===== src/rtl/shift_right_unit.sv =====
// Purpose: iterative SRL/SRA right shifter, one bit position per clock, start/busy/done handshake.
// Latency: done is high in the cycle after the shamt-th edge following the capture edge (shamt=0: next cycle).
// Backpressure: start is only accepted when not busy (IDLE or DONE); requests during SHIFT are dropped.
module shift_right_unit #(
    parameter int WIDTH = 32,
    parameter int SHW   = 5
) (
    input  logic             clk,
    input  logic             reset,
    input  logic             start,
    input  logic             arith,
    input  logic [SHW-1:0]   shamt,
    input  logic [WIDTH-1:0] inData,
    output logic [WIDTH-1:0] outData,
    output logic             busy,
    output logic             done
);

    typedef enum logic [1:0] {
        IDLE  = 2'd0,
        SHIFT = 2'd1,
        DONE  = 2'd2
    } state_t;

    state_t           state;
    state_t           stateNext;
    logic [WIDTH-1:0] work;
    logic [SHW-1:0]   count;
    logic             fill;

    // A new operation is accepted whenever the unit is not mid-shift.
    logic             load;
    logic [WIDTH-1:0] shifted;
    logic             lastStep;

    assign load     = (state != SHIFT) && start;
    assign shifted  = {fill, work[WIDTH-1:1]};
    // count never reaches 0 inside SHIFT; <= 1 keeps a stray 0 from looping 2^SHW times.
    assign lastStep = (count <= SHW'(1));

    // State register.
    always_ff @(posedge clk or posedge reset) begin
        if (reset) begin
            state <= IDLE;
        end else begin
            state <= stateNext;
        end
    end

    // Next-state and status outputs.
    always_comb begin
        stateNext = state;
        busy      = 1'b0;
        done      = 1'b0;
        case (state)
            IDLE, DONE: begin
                done = (state == DONE);
                if (start) begin
                    stateNext = (shamt == '0) ? DONE : SHIFT;
                end else begin
                    stateNext = IDLE;
                end
            end
            SHIFT: begin
                busy = 1'b1;
                if (lastStep) begin
                    stateNext = DONE;
                end
            end
            default: begin
                stateNext = IDLE;
            end
        endcase
    end

    // Operand capture, one-bit-per-cycle shifting and result register.
    always_ff @(posedge clk or posedge reset) begin
        if (reset) begin
            work    <= '0;
            count   <= '0;
            fill    <= 1'b0;
            outData <= '0;
        end else if (load) begin
            work  <= inData;
            count <= shamt;
            fill  <= arith & inData[WIDTH-1];
            if (shamt == '0) begin
                outData <= inData;
            end
        end else if (state == SHIFT) begin
            work  <= shifted;
            count <= count - SHW'(1);
            if (lastStep) begin
                outData <= shifted;
            end
        end
    end

endmodule


===== config.mk =====
export PLATFORM = sky130hd
export DESIGN_NAME = shift_right_unit
export DESIGN_NICKNAME = d
export VERILOG_FILES = /design/src/rtl/shift_right_unit.sv
export SDC_FILE = /design/constraint.sdc
export NUM_CORES = 1
export LEC_CHECK = 0
export BUFFER_PORTS_ARGS = -buffer_cell sky130_fd_sc_hd__buf_2
export CORE_UTILIZATION = 58
export DETAILED_ROUTE_END_ITERATION = 6
export PLACE_DENSITY_LB_ADDON = 0.3
export SYNTH_ARGS = -nofsm -noshare
export SYNTH_HDL_FRONTEND = slang
export SYNTH_SLANG_ARGS = --single-unit

===== constraint.sdc =====
create_clock -name clk -period 4.8 [get_ports clk]
set_input_delay 0.96 -clock clk [delete_from_list [all_inputs] [get_ports clk]]
set_output_delay 0.96 -clock clk [all_outputs]
set_load 0.05 [all_outputs]

# After elaboration in Yosys (flattened, before gate mapping)
# Cells that the tools add are included.
totals:
  reg_bits: 72
  input_bits: 41
  out_inout_bits: 34
  wordCells: 34
op_classes:
  add_sub_neg: 1
  n_lt_le_gt_ge: 1
  eq_ne: 5
  mux: 14
  bitwise: 1
  reduce_logical: 7
op_table:
  columns: ["operator", "n"]
  rows:
  - ["2-to-1 mux 32 bit", 6]
  - ["2-to-1 mux 5 bit", 2]
  - ["2-to-1 mux 2 bit", 3]
  - ["<= comparator 5 x 1 -> 1 bit, second input constant", 1]
  - ["zero test 5 bit", 1]
  - ["subtractor 5 x 1 -> 5 bit, second input constant", 1]
  - ["inequality test 2 x 1 -> 1 bit, second input constant", 2]
  - ["case mux 2 bit (2 select lines)", 1]
  - ["nonzero test 2 bit", 2]
  - ["AND reduction 3 bit", 1]
  - ["== test 2 x 1 -> 1 bit, second input constant", 1]
  - ["== test 2 bit, second input constant", 1]
  - ["zero test 2 bit", 1]
  - ["2-to-1 mux 1 bit", 2]
  - ["inequality test 2 bit, second input constant", 1]
  - ["OR reduction 2 bit", 1]
  - ["AND 1 bit", 1]
  - ["logical AND 1 bit", 1]

# Depth between registers and ports, before layout
# Gate-level depths: netlist (run 1).
logic_depth:
  depth_word: 4
  mapped_depth: 6
  mapped_depth_nobuf: 5

# Worst setup path before layout (run 1)
# No wires, ideal clock.
synth_timing:
  kind: "in2reg"
  startpoint: "input shamt[3]"
  endpoint: "register outData[19]"
  setup_ps: 123
  t_arrival_ps: 1917
  required_ps: 4677
  path_slack_ps: 2761
  stages: 4
  path_buffers: 1
  path_cell_list: "nor4_4 > nand4_4 > buf_6 > o221a_2"
synth_between:
  elab_chain_len: 3
synth_lines:
  columns: ["item", "line_no", "rtl"]
  rows:
  - ["start, declared", "12", "input logic [SHW-1:0] shamt,"]
  - ["zero test 5 bit", "87", "if (shamt == '0) begin"]
  - ["inequality test 2 x 1 -> 1 bit (no source line)", null, null]
  - ["AND reduction 3 bit (no source line)", null, null]
  - ["end signal, assigned", "88", "outData <= inData;"]
  - ["end signal, assigned", "94", "outData <= shifted;"]
  - ["end, declared", "14", "output logic [WIDTH-1:0] outData,"]
# Every way passes these cells.
# A chain may end at the register's enable or synchronous reset.

# Final worst setup path (run 1)
layout_timing:
  startpoint: "input start"
  endpoint: "register outData[31]"
layout_between:
  elab_chain_len: 3
  elab_cells_between_ends: 6
  cone_classes: "eq/ne: 1; mux: 1; reduce/logical: 4"
layout_lines:
  columns: ["item", "line_no", "rtl"]
  rows:
  - ["start, declared", "10", "input logic start,"]
  - ["logical AND 1 bit (*)", "36", "assign load = (state != SHIFT) && start;"]
  - ["inequality test 2 x 1 -> 1 bit (no source line) or nonzero test 2 bit (tied branches)", null, null]
  - ["AND reduction 3 bit (no source line)", null, null]
# Every way passes the cells marked *; elsewhere a longest branch is shown, timed or not.

==> results_dict.tcl, run 1 <==
set metrics [dict create \
    timing.fmax_mhz 365.0 \
    vdd.ir_drop.worst_mv 0.4256 \
    yosysWarnings 0 \
    p_seq_share_pct 35.8 \
    crit_type "in -> reg" \
    synth_xor_area_share_pct 0 \
    p_switching_uw 1370 \
    diodes 0 \
    nNetsFinal 407 \
    coreArea_um2 5507 \
    p_comb_share_pct 47.4 \
    via_per_inst 5.757 \
    whs_endpoint "fill" \
    slew_headroom_pct 20.24 \
    drive_above_1_share_pct 27.64 \
    synthCells 298 \
    synth.cell_area_um2 3296 \
    gr-total-overflow 0 \
    path_clk_slew_ps 70 \
    start_util_pct 59.85 \
    cts_made_buffers 9 \
    area_growth_pct 16.48 \
    p_leak_uw 0.001681 \
    min_period_ps 2740 \
    ioPinCount 75 \
    ctsResizeCount 0 \
    worst_pin_slew_ps 1196 \
    synth_compound_area_share_pct 18.64 \
    antenna_found_initial 0 \
    rsz0062_at_grt "false" \
    gp_congestion 0.7365 \
    clock_path_buffers 2 \
    min_period_over_period_pct 57.08 \
    htreeDepth 3 \
    ys_ff_latch 71 \
    hold_ws_ps 501.9 \
    hp-class "reg -> reg" \
    p_int_uw 1593 \
    drtAntennaViolNets 0 \
    dieArea_um2 5988 \
    final.setup.worst_slack_ps 2060 \
    via_count 2539 \
    layout.cells.non_filler 441 \
    required_ps 5070 \
    insertion_delay_ps 340 \
    hold_depth 2 \
    avgSynthCellArea_um2 11.06 \
    cts_tree "yes" \
    grt_max_degree 67 \
    fin_worst_skew_ps 9.609 \
    routed_wl_um 7067 \
    timing.rr.end "outData[31]" \
    die_h_um 77.38 \
    synth_top_family_by_area "compound AO/OA/AOI/OAI gates" \
    yosysSeqAreaShare_pct 53.91 \
    rrSetupSlack_ps 2670 \
    hold_viol 0 \
    die_w_um 77.38 \
    synthMuxAreaShare_pct 9.415 \
    dr.pass1.iters 4 \
    setup_viol 0 \
    ys_types 29 \
    drc 0 \
    cap_violations 0 \
    synthesis.nets 341 \
    drv_slew 0 \
    place_inst 425 \
    post_cts.repair.setup_buffers 0 \
    worstHoldStart "fill" \
    worstSetupStartpointType "input port" \
    clkPwrFrac_pct 16.8 \
    cts.sinks 71 \
    crit_arrival_ps 3010 \
    reg2reg_from "count[0]" \
    fillers 411 \
    holdBufCountCts 0 \
    synthAdderAreaFrac_pct 0.7593 \
    switching_share_pct 46.23 \
    setup_tns_ps 0 \
    p_per_area_nw_per_um2 771.8 \
    routedWlPerCell_um 16.02 \
    cts-root-buf "clkbuf_8" \
    path_max_fanout 41 \
    dp_hpwl_um 4528 \
    critPathCaptureType "flip-flop" \
    io_buffers 74 \
    placed_area_um2 3628 \
    dpl_worst_slack_ps 1705 \
    design_area_um2 3839 \
    outcome "finished clean" \
    grtUsageTotal_pct 25.14 \
    synth-simple-area-share_pct 11.96 \
    rows 27 \
    grt_pass1_vias 2457 \
    rr_worst_depth 4 \
    drt_iter0_drc 197 \
    grt_pass1_wl_um 11500 \
]
placed cells by master, fill, tap and decap left out, types with 2 or more instances in the layout:
cell type and instances:
buf_2 74, o221a_1 28, o21a_1 2, nand3_1 7, clkbuf_8 12, mux2i_1 31
dfrtp_1 71, o221a_2 3, inv_1 5, o21ai_0 6, nor2_1 34, nand2_1 38
clkbuf_1 2, buf_4 3, a21oi_1 34, ha_1 2
cells in the mapped netlist (all sizes together):
master	count	area share (%)
dfrtp	71	54
nand2	39	4.7
a21oi	34	5.2
nor2	34	3.9
mux2i	31	9.4
o221a	31	11
buf	17	4.1
nand3	7	1.1
inv	6	0.68
o21ai	6	0.91
clkbuf	5	0.57
ha	2	0.76
nand2b	2	0.38
o211ai	2	0.61
o21a	2	0.46
a31oi	1	0.19
nand4	1	0.65
nor2b	1	0.19
nor3	1	0.30
nor4	1	0.65
o21bai	1	0.23
o22a	1	0.30
o22ai	1	0.19
or3	1	0.19
routing by layer:
layer / share of wire [%] / global-route usage (%) / up-vias
li1: - / - / 1211
met1: 46 / 32.54 / 1245
met2: 47 / 40.18 / 74
met3: 5.2 / 5.765 / 9
met4: 1.4 / 11.70 / 0
met5: 0 / 0 / -
area by class of cell:
cell class / instances / area [um^2] / area share (%)
Sequential cell: 71 / 1777 / 46.28
Multi-Input combinational cell: 199 / 1346 / 35.07
Timing Repair Buffer: 77 / 392.9 / 10.23
Clock buffer: 14 / 172.7 / 4.498
Tap cell: 72 / 90.09 / 2.347
Clock inverter: 2 / 37.54 / 0.9778
Inverter: 6 / 22.52 / 0.5867
worst max-delay path: stages:
cell,delay [ps]
buf_2,70
buf_4,520
nand4_4,620
nand2_4,530
o221a_1,270
how the worst max path moves through the flow:
stage	from	to	slack, ps	depth (start not counted)
after floorplan	reset	count[0]	2040	1
after global placement	start	outData[19]	1780	5
after detailed placement	start	outData[25]	1710	5
after CTS	start	outData[31]	2070	5
after global routing	start	outData[2]	1880	5
final	start	outData[31]	2060	5
cells by family (layout without fill, tap and decap cells):
family          Yosys count  count (layout)
fa+ha+maj                 2               2
mux                      31              31
simple gates             87              87
buf+inv                  28              99
flops                    71              71
compound gates           79              79
registers in the layout, summed over array words and instances (netlist names):
signal / count
outData: 32
work: 31
count: 5
state: 2
fill: 1
power by group through the flow:
stage	clock network [uW]	logic, uW	registers, uW
2_1_floorplan	0	700	1470
3_3_place_gp	0	1370	1060
3_5_place_dp	0	1410	1060
4_1_cts	506	1410	1060
5_1_grt	527	1520	1090
6_report	497	1410	1060
metrics by stage:
step | util [%] | total power, uW
3_3_place_gp | 65.89 | 2426
5_1_grt | 69.71 | 3138
3_5_place_dp | 65.89 | 2477
2_1_floorplan | - | 2175
6_report | 69.71 | 2963
4_1_cts | 69.71 | 2977
Power figures use the tool's default switching activity.
==> run 2: changes to the inputs <==
Settings changed: ABC_AREA from default to 1, CORE_UTILIZATION 58 to 54.
Clock period 4.8 ns to 2.9 ns, I/O delays scaled along.
==> results_dict.tcl, run 2 <==
set metrics [dict create \
    crit_top_cell "nand2_4" \
    cts_made_buffers 9 \
    gp_congestion 0.7850 \
    layout_commonest_cell "nand2_1" \
    crit_arrival_ps 2440 \
    rsz0062_at_grt "false" \
    routed_wl_um 7676 \
    ioPinCount 75 \
    synth.cell_area_um2 3395 \
    p_per_area_nw_per_um2 1243 \
    worst_pin_slew_ps 688.9 \
    yosysSeqAreaShare_pct 52.34 \
    area_growth_pct 16.29 \
    hold_ws_ps 350.6 \
    slew_headroom_pct 54.00 \
    slowest_stage "nand2_2" \
    dr.pass1.iters 4 \
    critPathCaptureType "flip-flop" \
    setup_tns_ps 0 \
    cap_violations 0 \
    htreeDepth 3 \
    path_clk_slew_ps 70 \
    yosysTopAreaCell "dfrtp_1" \
    regMostFlops "outData" \
    dpl_worst_slack_ps 543.7 \
    clock_path_buffers 2 \
    worstSetupStartpointType "flip-flop" \
    hp-class "in -> async" \
    grt_max_degree 42 \
    die_w_um 81.29 \
    cts.sinks 71 \
    synth_top_area_share_pct 52.34 \
    cpPeakStageDelay_ps 480 \
    outcome "finished clean" \
    ys_ff_latch 71 \
    final.setup.worst_slack_ps 673.8 \
    fin_worst_skew_ps 7.051 \
    top_regs "outData x32, work x31, count x5" \
    cts_tree "yes" \
    vdd.ir_drop.worst_mv 0.8072 \
    nNetsFinal 551 \
    drt_iter0_drc 230 \
    drtAntennaViolNets 0 \
    path_max_fanout 39 \
    required_ps 3120 \
    synthArstFlopShare_pct 100.0 \
    holdBufCountCts 0 \
    path_cells "inv_1, nand2_4, nand2_4, inv_4, nand2_4, nand2_2, nand2_1, nand2_1" \
    final_util_pct 65.89 \
    die_h_um 81.29 \
    timing.fmax_mhz 449.2 \
    yosysWarnings 0 \
    drc 0 \
    ys_types 25 \
    p_leak_uw 0.002351 \
    post_cts.repair.setup_buffers 0 \
    crit_type "reg -> reg" \
    dieArea_um2 6607 \
    min_period_over_period_pct 76.76 \
    io_buffers 74 \
    grt_pass1_wl_um 12880 \
    start_util_pct 56.66 \
    placed_area_um2 3762 \
    path_buf_inv 2 \
    crit_family "simple AND/OR/NAND/NOR gates" \
    coreArea_um2 5991 \
    synthTopCellsByCount "261 x nand2_1, 71 x dfrtp_1, 37 x nand3_1" \
    synthesis.nets 484 \
    gr-total-overflow 0 \
    setup_viol 0 \
    yosysMostFrequentCell "nand2_1" \
    via_per_inst 5.104 \
    synthCells 441 \
    ctsResizeCount 0 \
    design_area_um2 3948 \
    grt_pass1_vias 2827 \
    drv_slew 0 \
    insertion_delay_ps 330 \
    antenna_found_initial 0 \
    synthTopCellsByArea "dfrtp_1 52%, nand2_1 29%, nand3_1 5.5%" \
    drive_above_1_share_pct 22.16 \
    synth_ff_type "dfrtp_1" \
    hold_viol 0 \
    min_period_ps 2226 \
    avgSynthCellArea_um2 7.697 \
    routedWlPerCell_um 13.12 \
    via_count 2986 \
    diodes 0 \
    largest_register_ffs 32 \
    rows 28 \
    grtUsageTotal_pct 25.81 \
    dp_hpwl_um 4755 \
    final_cell_mix "261 x nand2_1, 74 x buf_2, 71 x dfrtp_1, 37 x nand3_1, 12 x nand2_2" \
    synth_edf_count 0 \
    cts-root-buf "clkbuf_8" \
    fillers 519 \
]
-- run 2: cells by family (layout without fill, tap and decap cells) --
kind of cell	count (synthesis)	in the layout	share of synthesized area, %
simple gates	324	324	39.44
flops	71	71	52.34
buf+inv	36	105	5.860
compound gates	8	8	1.621
fa+ha+maj	2	2	0.7371
-- run 2: path summary, 6_finish.rpt --
path | from | endpoint | slack [ps] | cells past startpoint
max in group asynchronous | reset | outData[18] | 1910 | 3
setup reg to reg | state[1] | outData[18] | 670 | 8
hold reg to reg | work[31] | work[31] | 490 | 2
min in group clk | work[31] | work[31] | 490 | 2
hold / removal | reset | outData[2] | 350 | 2
setup / recovery | state[1] | outData[18] | 670 | 8
-- run 2: per-stage QoR --
step                cells  total power [uW]
CTS                   585              4922
finish                585              4907
global placement      572              4087
global route          585              5237
floorplan             441              3632
detailed placement    572              4132
-- run 2: final cells by class --
cell class / count / area, um^2 / area share (%)
Clock inverter: 1 / 30.03 / 0.7607
Timing Repair Buffer: 78 / 412.9 / 10.46
Sequential cell: 71 / 1777 / 45.01
Tap cell: 75 / 93.84 / 2.377
Clock buffer: 12 / 155.1 / 3.930
Inverter: 14 / 60.06 / 1.521
Multi-Input combinational cell: 334 / 1419 / 35.94
-- run 2: layer usage --
metal	vias to the layer above	global-route usage, %	wire length (um)
met3	10	4.270	492
met1	1377	32.99	3416
met5	-	0	0
li1	1495	-	-
met4	0	11.25	119
met2	104	43.00	3648
-- run 2: report_power, final --
part	switching (uW)	internal (uW)	leakage, uW
sequential	277	1440	0.000908
combinational	1770	643	0.00135
clock	341	431	0.0000944
total	2390	2520	0.00235
==> run 3: changes to the inputs <==
Settings changed: CORE_UTILIZATION 54 to 49.
Clock period 2.9 ns to 1.8 ns, I/O delays scaled along.
==> results_dict.tcl, run 3 (synthesis results as in run 2) <==
set metrics [dict create \
    min_period_over_period_pct 89.89 \
    holdBufCountCts 0 \
    diodes 0 \
    rsz0062_at_grt "false" \
    die_w_um 85.23 \
    worst_pin_slew_ps 480.8 \
    critPathCaptureType "output port" \
    hold_viol 0 \
    dp_hpwl_um 5248 \
    io_buffers 74 \
    drt_iter0_drc 166 \
    p_per_area_nw_per_um2 1976 \
    setup_tns_ps 0 \
    top_regs "outData x32, work x31, count x5" \
    final_cell_mix "261 x nand2_1, 74 x buf_2, 71 x dfrtp_1, 37 x nand3_1" \
    via_count 3058 \
    p_leak_uw 0.002377 \
    outcome "finished clean" \
    final_util_pct 61.40 \
    drv_slew 0 \
    grt_max_degree 72 \
    grt_pass1_vias 3014 \
    placed_area_um2 3834 \
    largest_register_ffs 32 \
    layout_commonest_cell "nand2_1" \
    antenna_found_initial 0 \
    hp-class "in -> async" \
    setup_viol 0 \
    routed_wl_um 7920 \
    grt_pass1_wl_um 13730 \
    worstSetupStartpointType "flip-flop" \
    ioPinCount 75 \
    grtUsageTotal_pct 24.32 \
    dieArea_um2 7264 \
    dr.pass1.iters 4 \
    gr-total-overflow 0 \
    drtAntennaViolNets 0 \
    cts.sinks 71 \
    fillers 608 \
    insertion_delay_ps 340 \
    crit_arrival_ps 1260 \
    design_area_um2 4010 \
    cts_made_buffers 9 \
    crit_type "reg -> out" \
    path_clk_slew_ps 70 \
    coreArea_um2 6531 \
    vdd.ir_drop.worst_mv 0.9995 \
    ctsResizeCount 0 \
    gp_congestion 0.8266 \
    path_max_fanout 9 \
    clock_path_buffers 2 \
    die_h_um 85.23 \
    min_period_ps 1618 \
    cts_tree "yes" \
    regMostFlops "outData" \
    routedWlPerCell_um 13.29 \
    timing.fmax_mhz 618.1 \
    drive_above_1_share_pct 23.12 \
    fin_worst_skew_ps 6.658 \
    nNetsFinal 558 \
    rows 29 \
    post_cts.repair.setup_buffers 0 \
    start_util_pct 51.97 \
    cap_violations 0 \
    required_ps 1440 \
    cts-root-buf "clkbuf_8" \
    p_total_uw 7924 \
    slew_headroom_pct 67.94 \
    htreeDepth 3 \
    area_growth_pct 18.14 \
    via_per_inst 5.131 \
    drc 0 \
]
[run 3: path summary, 6_finish.rpt]
check,startpoint,end,slack (ps),cells past startpoint
min in group clk,shamt[1],count[1],250,3
worst max register to register,count[1],outData[25],300,8
worst min-delay path,reset,work[22],100,3
max in group asynchronous,reset,outData[0],1390,3
worst min register to register,work[14],work[14],480,2
worst max-delay path,state[1],busy,180,4
[run 3: per-stage QoR]
step,worst slack (ps),hold slack [ps],std cells
after floorplan,367.2,447.6,441
after global placement,356.0,462.5,581
after detailed placement,318.1,465.0,581
after CTS,161.2,118.0,596
after global routing,118.0,123.3,596
final,182.0,101.2,596
[run 3: worst max-delay path: stages (launching register included)]
cell      delay (ps)
dfrtp_1          360
inv_1            100
nand2_4          100
clkinv_4         100
buf_2            260
[run 3: metal layers]
layer	vias to the layer above	GRT usage, %	part of all wire (%)
met5	-	0	0
met4	0	11.86	1.6
met3	12	4.280	5.8
met2	96	39.22	48
met1	1445	31.99	45
li1	1505	-	-
[run 3: report_power, final]
group / total (uW) / leakage, uW / switching, uW / internal (uW)
combinational: 3980 / 0.00138 / 2890 / 1100
sequential: 2780 / 0.000908 / 449 / 2330
clock: 1170 / 0.0000898 / 556 / 609
[run 3: area by class of cell]
type                    instances  area [um^2]  share of cell area (%)
multi-input cells             334         1419                   35.38
repair buffers                 85        478.0                   11.92
flip-flops and latches         71         1777                   44.31
clock buffers                  15        176.4                   4.399
well taps                      77        96.34                   2.402
inverters                      14        63.81                   1.591
